### src/rtl/rg_scoreboard_if.sv
// Decode/writeback bundle for rg_scoreboard: two read ports, one writeback port,
// one reserve port, plus the scoreboard status outputs.
interface rg_scoreboard_if #(
    parameter int DATA_W = 16,
    parameter int ADDR_W = 3
);
    logic              rd1_en_i;
    logic [ADDR_W-1:0] rd1_addr_i;
    logic [DATA_W-1:0] rd1_data_o;
    logic              rd1_ready_o;
    logic              rd2_en_i;
    logic [ADDR_W-1:0] rd2_addr_i;
    logic [DATA_W-1:0] rd2_data_o;
    logic              rd2_ready_o;
    logic              wr_en_i;
    logic [ADDR_W-1:0] wr_addr_i;
    logic [DATA_W-1:0] wr_data_i;
    logic              rsv_en_i;
    logic [ADDR_W-1:0] rsv_addr_i;
    logic              rsv_ack_o;
    logic [ADDR_W:0]   busy_count_o;
    logic              err_o;

    modport master (
        output rd1_en_i, rd1_addr_i, rd2_en_i, rd2_addr_i,
        output wr_en_i, wr_addr_i, wr_data_i, rsv_en_i, rsv_addr_i,
        input  rd1_data_o, rd1_ready_o, rd2_data_o, rd2_ready_o,
        input  rsv_ack_o, busy_count_o, err_o
    );

    modport slave (
        input  rd1_en_i, rd1_addr_i, rd2_en_i, rd2_addr_i,
        input  wr_en_i, wr_addr_i, wr_data_i, rsv_en_i, rsv_addr_i,
        output rd1_data_o, rd1_ready_o, rd2_data_o, rd2_ready_o,
        output rsv_ack_o, busy_count_o, err_o
    );
endinterface

### src/rtl/rg_scoreboard.sv
// 2-read/1-write register file with write bypass and a per-register pending
// scoreboard so decode can stall on RAW hazards against in-flight writebacks.
module rg_scoreboard #(
    parameter int DATA_W   = 16,
    parameter int ADDR_W   = 3,
    parameter int ZERO_REG = 0
) (
    input  logic          clk_i,
    input  logic          rst_i,
    rg_scoreboard_if.slave bus
);
    localparam int REG_NUM = 1 << ADDR_W;

    logic [DATA_W-1:0]  ram_reg [REG_NUM];
    logic [REG_NUM-1:0] busy_reg;
    logic [REG_NUM-1:0] busy_next;
    logic [ADDR_W:0]    busy_count_reg;
    logic [ADDR_W:0]    busy_count_next;
    logic               err_reg;
    logic               err_next;

    logic wr_zero;
    logic rsv_zero;
    logic wr_commit;
    logic rsv_ack;
    logic rsv_commit;

    assign wr_zero  = (ZERO_REG != 0) && (bus.wr_addr_i == '0);
    assign rsv_zero = (ZERO_REG != 0) && (bus.rsv_addr_i == '0);

    // A pending register may be re-reserved only in its own writeback cycle.
    assign rsv_ack = bus.rsv_en_i & ~rst_i &
                     (~busy_reg[bus.rsv_addr_i] |
                      (bus.wr_en_i & (bus.wr_addr_i == bus.rsv_addr_i)));

    assign wr_commit  = bus.wr_en_i & ~rst_i & ~wr_zero;
    assign rsv_commit = rsv_ack & ~rsv_zero;

    // New reservation beats the writeback clear on the same register.
    generate
        for (genvar gi = 0; gi < REG_NUM; gi++) begin : g_busy
            assign busy_next[gi] =
                (rsv_commit && (bus.rsv_addr_i == ADDR_W'(gi))) ? 1'b1 :
                (wr_commit  && (bus.wr_addr_i  == ADDR_W'(gi))) ? 1'b0 :
                busy_reg[gi];
        end
    endgenerate

    always_comb begin
        busy_count_next = '0;
        for (int i = 0; i < REG_NUM; i++) begin
            busy_count_next = busy_count_next + (ADDR_W+1)'(busy_next[i]);
        end
    end

    assign err_next = err_reg | (wr_commit & ~busy_reg[bus.wr_addr_i]);

    always_ff @(posedge clk_i) begin
        if (rst_i) begin
            for (int i = 0; i < REG_NUM; i++) begin
                ram_reg[i] <= '0;
            end
            busy_reg       <= '0;
            busy_count_reg <= '0;
            err_reg        <= 1'b0;
        end else begin
            if (wr_commit) begin
                ram_reg[bus.wr_addr_i] <= bus.wr_data_i;
            end
            busy_reg       <= busy_next;
            busy_count_reg <= busy_count_next;
            err_reg        <= err_next;
        end
    end

    logic [1:0]             rd_en;
    logic [1:0][ADDR_W-1:0] rd_addr;
    logic [1:0][DATA_W-1:0] rd_data;
    logic [1:0]             rd_ready;

    assign rd_en   = {bus.rd2_en_i, bus.rd1_en_i};
    assign rd_addr = {bus.rd2_addr_i, bus.rd1_addr_i};

    generate
        for (genvar gi = 0; gi < 2; gi++) begin : g_rd
            logic zero_hit;
            logic byp_hit;
            assign zero_hit = (ZERO_REG != 0) && (rd_addr[gi] == '0);
            assign byp_hit  = bus.wr_en_i && (bus.wr_addr_i == rd_addr[gi]);

            assign rd_ready[gi] = rst_i     ? 1'b0 :
                                  !rd_en[gi] ? 1'b1 :
                                  zero_hit  ? 1'b1 :
                                  byp_hit   ? 1'b1 :
                                  ~busy_reg[rd_addr[gi]];

            assign rd_data[gi] = (rst_i || !rd_en[gi] || zero_hit) ? '0 :
                                 byp_hit                ? bus.wr_data_i :
                                 busy_reg[rd_addr[gi]]  ? '0 :
                                 ram_reg[rd_addr[gi]];
        end
    endgenerate

    assign bus.rd1_data_o   = rd_data[0];
    assign bus.rd1_ready_o  = rd_ready[0];
    assign bus.rd2_data_o   = rd_data[1];
    assign bus.rd2_ready_o  = rd_ready[1];
    assign bus.rsv_ack_o    = rsv_ack;
    assign bus.busy_count_o = busy_count_reg;
    assign bus.err_o        = err_reg;
endmodule

### src/flat_wrapper.sv
// flat-port wrapper written by rule: the top's interface ports become plain ports
module rg_scoreboard_flat 
#(
    parameter int DATA_W   = 16,
    parameter int ADDR_W   = 3,
    parameter int ZERO_REG = 0
)
  (clk_i, rst_i, bus_rd1_en_i, bus_rd1_addr_i, bus_rd2_en_i, bus_rd2_addr_i, bus_wr_en_i, bus_wr_addr_i, bus_wr_data_i, bus_rsv_en_i, bus_rsv_addr_i, bus_rd1_data_o, bus_rd1_ready_o, bus_rd2_data_o, bus_rd2_ready_o, bus_rsv_ack_o, bus_busy_count_o, bus_err_o);
  rg_scoreboard_if #(.DATA_W(DATA_W), .ADDR_W(ADDR_W)) bus_i ();
  input  logic clk_i;
  input  logic rst_i;
  input wire logic [$bits(bus_i.rd1_en_i)-1:0] bus_rd1_en_i;
  input wire logic [$bits(bus_i.rd1_addr_i)-1:0] bus_rd1_addr_i;
  input wire logic [$bits(bus_i.rd2_en_i)-1:0] bus_rd2_en_i;
  input wire logic [$bits(bus_i.rd2_addr_i)-1:0] bus_rd2_addr_i;
  input wire logic [$bits(bus_i.wr_en_i)-1:0] bus_wr_en_i;
  input wire logic [$bits(bus_i.wr_addr_i)-1:0] bus_wr_addr_i;
  input wire logic [$bits(bus_i.wr_data_i)-1:0] bus_wr_data_i;
  input wire logic [$bits(bus_i.rsv_en_i)-1:0] bus_rsv_en_i;
  input wire logic [$bits(bus_i.rsv_addr_i)-1:0] bus_rsv_addr_i;
  output wire logic [$bits(bus_i.rd1_data_o)-1:0] bus_rd1_data_o;
  output wire logic [$bits(bus_i.rd1_ready_o)-1:0] bus_rd1_ready_o;
  output wire logic [$bits(bus_i.rd2_data_o)-1:0] bus_rd2_data_o;
  output wire logic [$bits(bus_i.rd2_ready_o)-1:0] bus_rd2_ready_o;
  output wire logic [$bits(bus_i.rsv_ack_o)-1:0] bus_rsv_ack_o;
  output wire logic [$bits(bus_i.busy_count_o)-1:0] bus_busy_count_o;
  output wire logic [$bits(bus_i.err_o)-1:0] bus_err_o;
  assign bus_i.rd1_en_i = bus_rd1_en_i;
  assign bus_i.rd1_addr_i = bus_rd1_addr_i;
  assign bus_i.rd2_en_i = bus_rd2_en_i;
  assign bus_i.rd2_addr_i = bus_rd2_addr_i;
  assign bus_i.wr_en_i = bus_wr_en_i;
  assign bus_i.wr_addr_i = bus_wr_addr_i;
  assign bus_i.wr_data_i = bus_wr_data_i;
  assign bus_i.rsv_en_i = bus_rsv_en_i;
  assign bus_i.rsv_addr_i = bus_rsv_addr_i;
  assign bus_rd1_data_o = bus_i.rd1_data_o;
  assign bus_rd1_ready_o = bus_i.rd1_ready_o;
  assign bus_rd2_data_o = bus_i.rd2_data_o;
  assign bus_rd2_ready_o = bus_i.rd2_ready_o;
  assign bus_rsv_ack_o = bus_i.rsv_ack_o;
  assign bus_busy_count_o = bus_i.busy_count_o;
  assign bus_err_o = bus_i.err_o;
  rg_scoreboard #(.DATA_W(DATA_W), .ADDR_W(ADDR_W), .ZERO_REG(ZERO_REG)) u_core (.clk_i(clk_i), .rst_i(rst_i), .bus(bus_i));
endmodule
### config.mk
export PLATFORM = sky130hd
export DESIGN_NAME = rg_scoreboard_flat
export DESIGN_NICKNAME = d
export VERILOG_FILES = /design/src/rtl/rg_scoreboard_if.sv /design/src/rtl/rg_scoreboard.sv /design/src/flat_wrapper.sv
export SDC_FILE = /design/constraint.sdc
export NUM_CORES = 1
export LEC_CHECK = 0
export ABC_CLOCK_PERIOD_IN_PS = 13400
export CAP_MARGIN = 20
export CORE_MARGIN = 10
export CORE_UTILIZATION = 50
export CTS_CLUSTER_DIAMETER = 30
export DETAILED_ROUTE_END_ITERATION = 7
export PLACE_DENSITY = 0.71
export SLEW_MARGIN = 5
export SYNTH_ARGS = -nofsm -noshare
export SYNTH_HDL_FRONTEND = slang
export SYNTH_SLANG_ARGS = --single-unit
### constraint.sdc
create_clock -name clk_i -period 13.4 [get_ports clk_i]
set_input_delay 2.01 -clock clk_i [delete_from_list [all_inputs] [get_ports clk_i]]
set_output_delay 2.01 -clock clk_i [all_outputs]
set_load 0.02 [all_outputs]
==> results.cfg <==
[floorplan]
die_h_um = 147
dieArea_sq_um = 21700
rows = 46
die_w_um = 147
boundaryPins = 74
start_util_pct = 51.1
coreArea_sq_um = 15900

[grt]
gr-total-overflow = 0
antenna_found_initial = 0
grt_max_degree = 36
grt_pass1_wl_um = 33900
grt_usage_pct = 20.6
grt_pass1_vias = 5796

[synth]
muxShareOfSynthArea_pct = 24.4
synthesis.nets = 601
syn_area_per_cell_sq_um = 14.5
synthArstFlopShare_pct = 0
yosys_warnings = 0
netlist_area_sq_um = 8120
synth_compound_area_share_pct = 5.27
yosysSeqAreaShare_pct = 50.5
synthAdderAreaFrac_pct = 1.45
synth-simple-area-share_pct = 13.6
synth_seq_cells = 141
synth-xor-area-share_pct = 1.08
synth_cell_type_count = 36
synthCells = 560
ys.flop_type = edfxtp_1
synth_top_family_by_area = multiplexers
synth_edf_count = 128

[timing]
hold_ws_ps = 478
worst_slew_pin_slew_ps = 1170
relSlewSlack_pct = 22.2
hold_viol = 0
post-route-period-util_pct = 59.7
setup_viol = 0
max_freq_ghz = 0.125
slew_viol_final = 0
min_period_ps = 7990
rsz0062_at_grt = no
skew_ps = 5.01
setup_tns_ps = 0

[critical_path]
cp_cell_sequence = clkdlybuf4s50_1 > buf_4 > mux4_2 > mux2_2 > nand4bb_1 > o2bb2ai_1 > clkdlybuf4s50_1
crit_path_top_delay_cell = nand4bb_1
critPathKind = in2out
ff2ff_path_depth = 13
critical-path-max-stage-delay_ps = 950
cp.arrival_ps = 5980
cp-end-kind = output pin
startpoint_type = input pin
cp.required_ps = 11390
critPathMostFrequentCell = clkdlybuf4s50_1
crit_fanout = 35

[routing]
wl_um = 22000
wl_met3_um = 1320
antenna_left = 0
top_layer_used = met4
drt-met1-wl_um = 8590
met2WireLength_um = 11700
via_count = 5431
drc = 0
firstDrtPassIters = 5
drtIter0Drc = 627
detail_route.wl_per_cell_um = 25.9
via_per_inst = 6.40

[clock_network]
clkSinkCount = 141
cts_tree = built
cts_resized = 0
postCtsSetupBuffers = 0
clk_pin_slew_ps = 60
htree_levels = 4
clock_latency_ps = 430
clock_path_buffers = 2
cts-root-buf = clkbuf_16
numCtsBuffers = 17
cts_hold_buffers = 0

[pwr]
internal_power_mw = 0.856
switching_share_pct = 24.3
p_clk_share_pct = 39.0
pwr-share-comb_pct = 14.9
switchingPower_mw = 0.274
p_seq_share_pct = 46.1
power.density_nw_per_um2 = 117
p_leak_nw = 3.52
worst_ir_drop_vdd_mv = 0.0910

[place]
gp_congestion = 0.859
post-dp-hpwl_um = 13000
portBuffers = 73

[layout]
drive_gt1_share_pct = 19.9
largest_reg_flops = 128
layout_common_cells = edfxtp_1, mux4_2, clkdlybuf4s50_1
layout.nets = 662
regArea_sq_um = 4100
syn2layout_area_growth_pct = 18.5
layout_commonest_cell = edfxtp_1
nFillCells = 1236
antenna_cells = 0
multiInputGateArea_sq_um = 3760

[hold_path]
min_path_cells = 2
min_path_type = reg2reg

[status]
status = finished, final reports clean

[job]
drv_cap = 0
worst max-delay path, delay by kind of cell:
family          cells  cell delay [ps]
compound gates      1              560
buf+inv             3             1600
mux                 2              850
simple gates        1              950
cells in the mapped netlist (6+ instances only):
master | n | area, sq um
clkbuf_1 | 28 | 105
o2bb2ai_1 | 32 | 280
inv_1 | 11 | 41.3
dfxtp_1 | 13 | 260
mux2i_1 | 36 | 360
mux4_2 | 71 | 1600
and2_1 | 69 | 432
buf_2 | 16 | 80.1
and3_1 | 64 | 400
o22ai_1 | 8 | 50.1
edfxtp_1 | 128 | 3840
or2_1 | 8 | 50.1
nor2_1 | 8 | 30.0
xnor2_1 | 9 | 78.8
buf_6 | 6 | 67.6
nand2b_1 | 7 | 43.8
logic make-up after synthesis:
logic type | after synthesis
AOI/OAI and AO/OA | 54
adders and majority gates | 7
xor gates and xnor gates | 10
muxes | 109
DFF | 141
buffers and inverters | 61
and+or+nand+nor | 178
path summary, 6_finish.rpt:
path                                      start                                    end  slack [ps]
hold reg to reg     u_core.bus.err_o$_SDFF_PP0_            u_core.bus.err_o$_SDFF_PP0_         480
setup / recovery              bus_rd2_addr_i[2]                     bus_rd2_data_o[15]        5410
setup reg to reg  u_core.busy_reg[3]$_SDFF_PP0_  u_core.bus.busy_count_o[1]$_SDFF_PP0_        9330
hold / removal      u_core.bus.err_o$_SDFF_PP0_            u_core.bus.err_o$_SDFF_PP0_         480
per-stage QoR:
stage	setup WS, ps	utilization [%]	power, mW	area [sq um]	std cells
CTS	5390	60.1	1.13	9550	845
finish	5410	60.6	1.13	9620	848
global placement	5470	56.7	0.690	9010	815
floorplan	7700	-	0.630	8120	560
global route	5260	60.6	1.17	9620	848
detailed placement	5410	56.7	0.696	9010	815
final cells by class:
cell class                      count  share of cell area, %
Sequential cell                   141                   42.7
Multi-Input combinational cell    358                   39.1
Inverter                           11                  0.429
Tap cell                          216                   2.81
Timing Repair Buffer               92                   9.47
Clock inverter                     10                   1.04
Clock buffer                       20                   4.54
power groups by stage:
stage | Combinational (mW) | Clock (mW) | Sequential (mW)
after floorplan | 0.106 | 0 | 0.525
after global placement | 0.164 | 0 | 0.526
after detailed placement | 0.166 | 0 | 0.530
after CTS | 0.167 | 0.444 | 0.521
after global routing | 0.180 | 0.463 | 0.524
final | 0.169 | 0.440 | 0.521
per-layer routing:
layer,vias up,track usage (%)
met5,-,0
met4,0,7.78
met3,35,4.21
met2,230,35.9
met1,2819,24.6
li1,2347,-
(Power assumes the default switching activity.)
